### src/rtl/alu_uart_ctrl.sv
// Sequencer between a byte-wide UART and a combinational ALU: collects A, B and opcode,
// captures the result, then sends it back as a low byte followed by a zero-extended high byte.
module alu_uart_ctrl #(
    parameter int unsigned NB_DATA     = 8,
    parameter int unsigned NB_OP       = 6,
    parameter int unsigned NB_DATA_OUT = 9
) (
    input  logic                   i_clk,
    input  logic                   i_rst_n,
    input  logic [NB_DATA-1:0]     i_rx_data,
    input  logic                   i_rx_done,
    input  logic                   i_tx_done,
    input  logic [NB_DATA_OUT-1:0] i_alu_result,
    output logic [NB_DATA-1:0]     o_data_a,
    output logic [NB_DATA-1:0]     o_data_b,
    output logic [NB_OP-1:0]       o_code,
    output logic [NB_DATA-1:0]     o_tx_data,
    output logic                   o_tx_start,
    output logic                   o_busy
);

    typedef enum logic [2:0] {
        WAIT_A,
        WAIT_B,
        WAIT_OP,
        CALC,
        SEND_LO,
        WAIT_LO,
        SEND_HI,
        WAIT_HI
    } state_t;

    state_t                 r_state;
    state_t                 w_state_next;
    logic [NB_DATA-1:0]     r_data_a;
    logic [NB_DATA-1:0]     r_data_b;
    logic [NB_OP-1:0]       r_code;
    logic [NB_DATA_OUT-1:0] r_result;
    logic [NB_DATA-1:0]     r_tx_data;

    logic                   w_load_a;
    logic                   w_load_b;
    logic                   w_load_op;
    logic                   w_load_res;
    logic                   w_load_hi;
    logic                   w_tx_start;
    logic [NB_DATA-1:0]     w_hi_byte;

    // Upper result bits, zero-extended to a full byte.
    assign w_hi_byte = NB_DATA'(r_result >> NB_DATA);

    always_comb begin
        w_state_next = r_state;
        w_load_a     = 1'b0;
        w_load_b     = 1'b0;
        w_load_op    = 1'b0;
        w_load_res   = 1'b0;
        w_load_hi    = 1'b0;
        w_tx_start   = 1'b0;
        unique case (r_state)
            WAIT_A: begin
                if (i_rx_done) begin
                    w_load_a     = 1'b1;
                    w_state_next = WAIT_B;
                end
            end
            WAIT_B: begin
                if (i_rx_done) begin
                    w_load_b     = 1'b1;
                    w_state_next = WAIT_OP;
                end
            end
            WAIT_OP: begin
                if (i_rx_done) begin
                    w_load_op    = 1'b1;
                    w_state_next = CALC;
                end
            end
            CALC: begin
                w_load_res   = 1'b1;
                w_state_next = SEND_LO;
            end
            SEND_LO: begin
                w_tx_start   = 1'b1;
                w_state_next = WAIT_LO;
            end
            WAIT_LO: begin
                if (i_tx_done) begin
                    w_load_hi    = 1'b1;
                    w_state_next = SEND_HI;
                end
            end
            SEND_HI: begin
                w_tx_start   = 1'b1;
                w_state_next = WAIT_HI;
            end
            WAIT_HI: begin
                if (i_tx_done) begin
                    w_state_next = WAIT_A;
                end
            end
            default: w_state_next = WAIT_A;
        endcase
    end

    always_ff @(posedge i_clk or negedge i_rst_n) begin
        if (!i_rst_n) begin
            r_state <= WAIT_A;
        end else begin
            r_state <= w_state_next;
        end
    end

    // The low byte is loaded alongside the result so it is already valid in SEND_LO.
    always_ff @(posedge i_clk or negedge i_rst_n) begin
        if (!i_rst_n) begin
            r_data_a  <= '0;
            r_data_b  <= '0;
            r_code    <= '0;
            r_result  <= '0;
            r_tx_data <= '0;
        end else begin
            if (w_load_a) begin
                r_data_a <= i_rx_data;
            end
            if (w_load_b) begin
                r_data_b <= i_rx_data;
            end
            if (w_load_op) begin
                r_code <= i_rx_data[NB_OP-1:0];
            end
            if (w_load_res) begin
                r_result  <= i_alu_result;
                r_tx_data <= i_alu_result[NB_DATA-1:0];
            end
            if (w_load_hi) begin
                r_tx_data <= w_hi_byte;
            end
        end
    end

    assign o_data_a   = r_data_a;
    assign o_data_b   = r_data_b;
    assign o_code     = r_code;
    assign o_tx_data  = r_tx_data;
    assign o_tx_start = w_tx_start;
    assign o_busy     = (r_state != WAIT_A);

endmodule
### config.mk
export PLATFORM = sky130hd
export DESIGN_NAME = alu_uart_ctrl
export DESIGN_NICKNAME = d
export VERILOG_FILES = /design/src/rtl/alu_uart_ctrl.sv
export SDC_FILE = /design/constraint.sdc
export NUM_CORES = 1
export LEC_CHECK = 0
export ABC_AREA = 0
export CORE_MARGIN = 4
export CORE_UTILIZATION = 43
export CTS_BUF_LIST = sky130_fd_sc_hd__clkbuf_8 sky130_fd_sc_hd__clkbuf_16
export CTS_CLUSTER_DIAMETER = 100
export DETAILED_ROUTE_END_ITERATION = 10
export GPL_ROUTABILITY_DRIVEN = 0
export HOLD_SLACK_MARGIN = 0.1
export PLACE_DENSITY = 0.76
export SLEW_MARGIN = 0
export SYNTH_ARGS = -nofsm -noshare
export SYNTH_HDL_FRONTEND = slang
export SYNTH_SLANG_ARGS = --single-unit
### constraint.sdc
create_clock -name i_clk -period 2.05 [get_ports i_clk]
set_clock_uncertainty 0.15 [all_clocks]
set_input_delay 0.205 -clock i_clk [delete_from_list [all_inputs] [get_ports i_clk]]
set_output_delay 0.205 -clock i_clk [all_outputs]
set_load 0.005 [all_outputs]
Word level (Yosys, flattened, before mapping)
Index checks and enable logic that the tools add are counted.
- logic and storage cells: 39
- register bits after elaboration: 42
- output and inout bits: 32
- equal/unequal tests: 12
- mux-type cells: 16
- reduce and logical (&&, ||, !) cells: 5
- operators with widths (kind ; number):
    3-bit case mux with 8 select lines ; 1
    8-bit 2-to-1 mux ; 2
    3-bit 2-to-1 mux ; 5
    3-bit equality test (second input constant) ; 4
    2-bit != test (second input constant) ; 5
    1-bit 2-to-1 mux ; 8
    3-bit by 2-bit equality test with 1-bit output (second input constant) ; 2
    5-bit AND reduction ; 1
    3-bit by 1-bit equality test with 1-bit output (second input constant) ; 1
    3-bit zero test ; 1
    3-bit nonzero test ; 1
    2-bit nonzero test ; 1
    2-bit OR reduction ; 1

Depth between registers and ports, before layout
- depth in word-level cells: 4
- mapped depth: 4

Least setup slack after synthesis
No wires, ideal clock.
- kind: register to register
- start: register r_state[2]
- end: register r_code[0], in the netlist o_code[0]
- slack: 0.554 ns
- period minus slack after synthesis: 1.496 ns
- stages on the path, launching flop included: 4
- path buffers: 0
- arrival: 1.221 ns
- path through: dfrtp_1 -> nand2b_4 -> nor3b_4 -> mux2_2
- word-level cells in the longest chain between the ends: 2
- RTL lines (item ; RTL line ; text):
    from (decl) ; 33 ; state_t r_state;
    from (signal assigned) ; 110 ; r_state <= w_state_next;
    3-bit by 2-bit equality test with 1-bit output ; 60 ; unique case (r_state)
    1-bit 2-to-1 mux ; 60 ;
    to (signal assigned) ; 130 ; r_code <= i_rx_data[NB_OP-1:0];
    to (decl) ; 37 ; logic [NB_OP-1:0] r_code;
No other way between the ends.
A chain may end at the register's enable or synchronous reset.

Worst setup path after layout
- start: register r_state[2]
- end: output port o_busy
- word-level cells in the longest chain between the ends: 1
- RTL lines (item ; RTL line ; text):
    3-bit nonzero test ; 147 ; assign o_busy = (r_state != WAIT_A);
    to (decl) ; 19 ; output logic o_busy
No other way between the ends.

==> impl_metrics.prom <==
# TYPE chip_impl_metric gauge
chip_impl_metric{name="dpl.cell_count",unit=""} 186
chip_impl_metric{name="finalWorstSetupSlack",unit="ns"} 0.0924
chip_impl_metric{name="count_of_routing_violations_after_the_opening_detailed_route_iteration",unit=""} 18
chip_impl_metric{name="synthesis.area_per_instance",unit="µm²"} 15.6
chip_impl_info{name="crit_path_cell_trace",value="or3_1 > clkdlybuf4s50_1"} 1
chip_impl_info{name="global_route.peak_usage_layer",value="met2"} 1
chip_impl_metric{name="synth_xor_area_frac",unit=""} 0
chip_impl_metric{name="grt_max_degree",unit=""} 35
chip_impl_metric{name="synthArstFlopShare",unit=""} 1.00
chip_impl_metric{name="worst_ir_drop_vdd",unit="µV"} 823
chip_impl_metric{name="count_of_buffers_added_by_post_cts_timing_repair_for_setup",unit=""} 0
chip_impl_metric{name="floorplan.die.width",unit="µm"} 64.9
chip_impl_metric{name="vias",unit=""} 925
chip_impl_info{name="holdCritPathClass",value="input pin to async pin"} 1
chip_impl_metric{name="cts_sinks",unit=""} 34
chip_impl_metric{name="worstPathRequired",unit="ns"} 1.69
chip_impl_metric{name="floorplan.initialDensity",unit=""} 0.452
chip_impl_metric{name="post_synth_and_or_nand_nor_area_fraction",unit=""} 0.0998
chip_impl_metric{name="die_extent_in_y",unit="µm"} 64.9
chip_impl_metric{name="grt_use_met1",unit=""} 0.196
chip_impl_metric{name="grtUsageTotal",unit=""} 0.161
chip_impl_metric{name="power.static_leakage",unit="nW"} 0.904
chip_impl_metric{name="antenna_found_initial",unit=""} 0
chip_impl_metric{name="port_buffers",unit=""} 52
chip_impl_metric{name="detail_route.vias_per_cell",unit=""} 4.77
chip_impl_metric{name="routed_wire_length_per_instance",unit="µm"} 15.4
chip_impl_metric{name="core_region_area",unit="mm²"} 0.00308
chip_impl_metric{name="critPathBufInv",unit=""} 1
chip_impl_info{name="path_delay_family",value="flip-flops"} 1
chip_impl_metric{name="crit_arrival",unit="ns"} 1.60
chip_impl_metric{name="num_io_pins",unit=""} 53
chip_impl_metric{name="place_worst_setup_slack",unit="ns"} 0.143
chip_impl_info{name="run_status",value="finished clean"} 1
chip_impl_info{name="start_kind",value="register"} 1
chip_impl_info{name="r2r-end",value="o_code[2]"} 1
chip_impl_metric{name="totalWireLength",unit="µm"} 2990
chip_impl_metric{name="critical-path-max-stage-delay",unit="ns"} 0.50
chip_impl_metric{name="r2r.worst_path.cells",unit=""} 3
chip_impl_metric{name="grt.met2_usage",unit=""} 0.267
chip_impl_info{name="grt_setup_unrepaired",value="false"} 1
chip_impl_metric{name="worstMarginPinSlew",unit="ns"} 0.405
chip_impl_metric{name="post_synth_num_cell_types",unit=""} 24
chip_impl_metric{name="cts.reportedPaths.clkPinSlew",unit="ns"} 0.07
chip_impl_metric{name="yosys.area_share.adder",unit=""} 0
chip_impl_metric{name="post-route-drc-count",unit=""} 0
chip_impl_metric{name="cts_max_path_buffers",unit=""} 2
chip_impl_metric{name="synth_compound_gate_area_share",unit=""} 0.0818
chip_impl_metric{name="r2r_slack",unit="ns"} 0.29
chip_impl_metric{name="post_cts_resized",unit=""} 0
chip_impl_metric{name="synthMuxAreaShare",unit=""} 0.194
chip_impl_metric{name="max_cap_violations",unit=""} 0
chip_impl_metric{name="clock_insertion_delay_worst_skew",unit="ns"} 0.27
chip_impl_info{name="worst_path_max_delay_cell",value="dfrtp_1"} 1
chip_impl_info{name="ys.flop_type",value="dfrtp_1"} 1
chip_impl_metric{name="report.final.hold_viol_count",unit=""} 0
chip_impl_info{name="tritoncts_clock_tree",value="built"} 1
chip_impl_metric{name="diodes_inserted",unit=""} 0
chip_impl_metric{name="groute.layer.met3.usage",unit=""} 0.0537
chip_impl_metric{name="max_slew_headroom",unit=""} 0.730
chip_impl_info{name="critical_path.reg2reg.startpoint",value="r_state[2]"} 1
chip_impl_metric{name="finish.net_count",unit=""} 170
chip_impl_metric{name="first_pass_detailed_route_iteration_total",unit=""} 2
chip_impl_metric{name="layoutNonFillerInstCount",unit=""} 194
chip_impl_metric{name="cts_made_buffers",unit=""} 5
chip_impl_metric{name="synth_area",unit="mm²"} 0.00139
chip_impl_metric{name="final_power",unit="mW"} 3.02
chip_impl_info{name="cp-end-kind",value="primary output"} 1
chip_impl_metric{name="grt_pass1_wl",unit="µm"} 5040
chip_impl_metric{name="max_freq",unit="GHz"} 0.511
chip_impl_metric{name="ys_seq_area_frac",unit=""} 0.612
chip_impl_info{name="synth_top_family_by_area",value="multiplexers"} 1
chip_impl_metric{name="final_max_slew_viol_count",unit=""} 0
chip_impl_metric{name="num-fill-cells",unit=""} 241
chip_impl_metric{name="syn_nets",unit=""} 110
chip_impl_metric{name="drtAntennaViolNets",unit=""} 0
chip_impl_metric{name="synth.yosys.warnings",unit=""} 0
chip_impl_metric{name="dpl.hpwl",unit="µm"} 2320
chip_impl_metric{name="netlist_instances",unit=""} 89
chip_impl_info{name="timing.setup.critical_path_class",value="register to primary output"} 1
chip_impl_metric{name="grt_pass1_vias",unit=""} 1004
chip_impl_metric{name="final_period_minus_worst_setup_slack",unit="ns"} 1.96
chip_impl_metric{name="final_layout_size_suffix_gt1_frac",unit=""} 0.293
chip_impl_metric{name="synth-edff-count",unit=""} 0
chip_impl_info{name="ctsRootBufferMaster",value="clkbuf_8"} 1
chip_impl_metric{name="layout-area-overhead-vs-synth",unit="%"} 50.2
chip_impl_metric{name="setup_tns",unit="ns"} 0
chip_impl_metric{name="overflow",unit=""} 0
chip_impl_metric{name="die_area",unit="mm²"} 0.00421
chip_impl_metric{name="powerDensity",unit="mW/mm²"} 1450
chip_impl_metric{name="crit_path_max_fanout",unit=""} 12
chip_impl_metric{name="post_cts_hold_buffer_count",unit=""} 0
chip_impl_metric{name="timing.final.setup_violations",unit=""} 0
chip_impl_metric{name="h_tree_level_count",unit=""} 2
chip_impl_metric{name="final_min_period_over_clock_period",unit=""} 0.955
chip_impl_metric{name="placement_rows",unit=""} 20
chip_impl_metric{name="synth_register_bits",unit=""} 34
==> how the worst max path moves through the flow <==
| stage | from | endpoint | cells after the start |
|---|---|---|---|
| after detailed placement | i_rx_done | o_code[0] | 4 |
| after CTS | r_state[2] | o_busy | 2 |
| final | r_state[2] | o_busy | 2 |
| after global placement | i_rx_done | o_code[0] | 4 |
| after global routing | r_state[2] | o_busy | 2 |
| after floorplan | r_state[2] | o_code[0] | 3 |
==> sequential cells by signal, summed over array words and instances, names as in the netlist <==
signal	cells
o_tx_data	8
o_data_a	8
o_code	6
o_data_b	8
r_result	1
r_state	3
==> power breakdown <==
part / leakage [nW] / internal (mW) / switching [mW]
Sequential: 0.420 / 0.975 / 0.216
Combinational: 0.426 / 0.861 / 0.415
Clock: 0.0575 / 0.339 / 0.217
==> placed cells by master (no fill, tap or decap) <==
| master | instances |
|---|---|
| dfrtp_1 | 34 |
| a22o_1 | 8 |
| o311ai_0 | 1 |
| or3_1 | 1 |
| nand2_1 | 2 |
| o21ai_0 | 1 |
| clkdlybuf4s50_1 | 52 |
| o21bai_1 | 1 |
| nor2_8 | 1 |
| a21o_1 | 1 |
| clkbuf_8 | 8 |
| nand3_1 | 1 |
| nand2_2 | 1 |
| nor3b_4 | 1 |
| buf_4 | 4 |
| nor3_4 | 1 |
| a21oi_1 | 1 |
| mux2_2 | 24 |
| nand2b_4 | 2 |
| nand3b_1 | 1 |
| o22a_2 | 1 |
| nand2b_1 | 1 |
| nor2b_1 | 1 |
| nor2_4 | 1 |
==> layer usage <==
layer / vias up / share of wire
met1: 462 / 0.39
met5: - / 0
met4: 0 / 0.011
met2: 18 / 0.55
li1: 443 / -
met3: 2 / 0.040
==> cells by family (layout without fill, tap and decap cells) <==
kind of cell           after synthesis  in the layout
flip-flops                          34             34
multiplexers                        24             24
AO/OA/AOI/OAI                       14             14
AND/OR/NAND/NOR                     14             14
buffers and inverters                3             64
==> synthesized netlist by cell type (all sizes together) (2+ instances only) <==
| master | count | area share |
|---|---|---|
| nand2b | 3 | 0.024 |
| a22o | 8 | 0.050 |
| dfrtp | 34 | 0.61 |
| nand2 | 3 | 0.0099 |
| buf | 2 | 0.0090 |
| nor2 | 2 | 0.022 |
| mux2 | 24 | 0.19 |
==> metrics by stage <==
step | util | hold slack [ns] | instance area [µm²]
floorplan | - | -0.241 | 1390
global placement | 0.643 | 0.335 | 1980
detailed placement | 0.643 | 0.338 | 1980
CTS | 0.679 | 0.186 | 2090
global route | 0.679 | 0.217 | 2090
finish | 0.679 | 0.177 | 2090
==> final cells by class <==
cell class | count | area [µm²] | share of cell area
flip-flops and latches | 34 | 851 | 0.407
repair buffers | 56 | 551 | 0.263
multi-input cells | 52 | 523 | 0.250
clock buffers | 8 | 110 | 0.0527
well taps | 44 | 55.1 | 0.0263
Note: power is estimated with default switching activity, not from simulation.
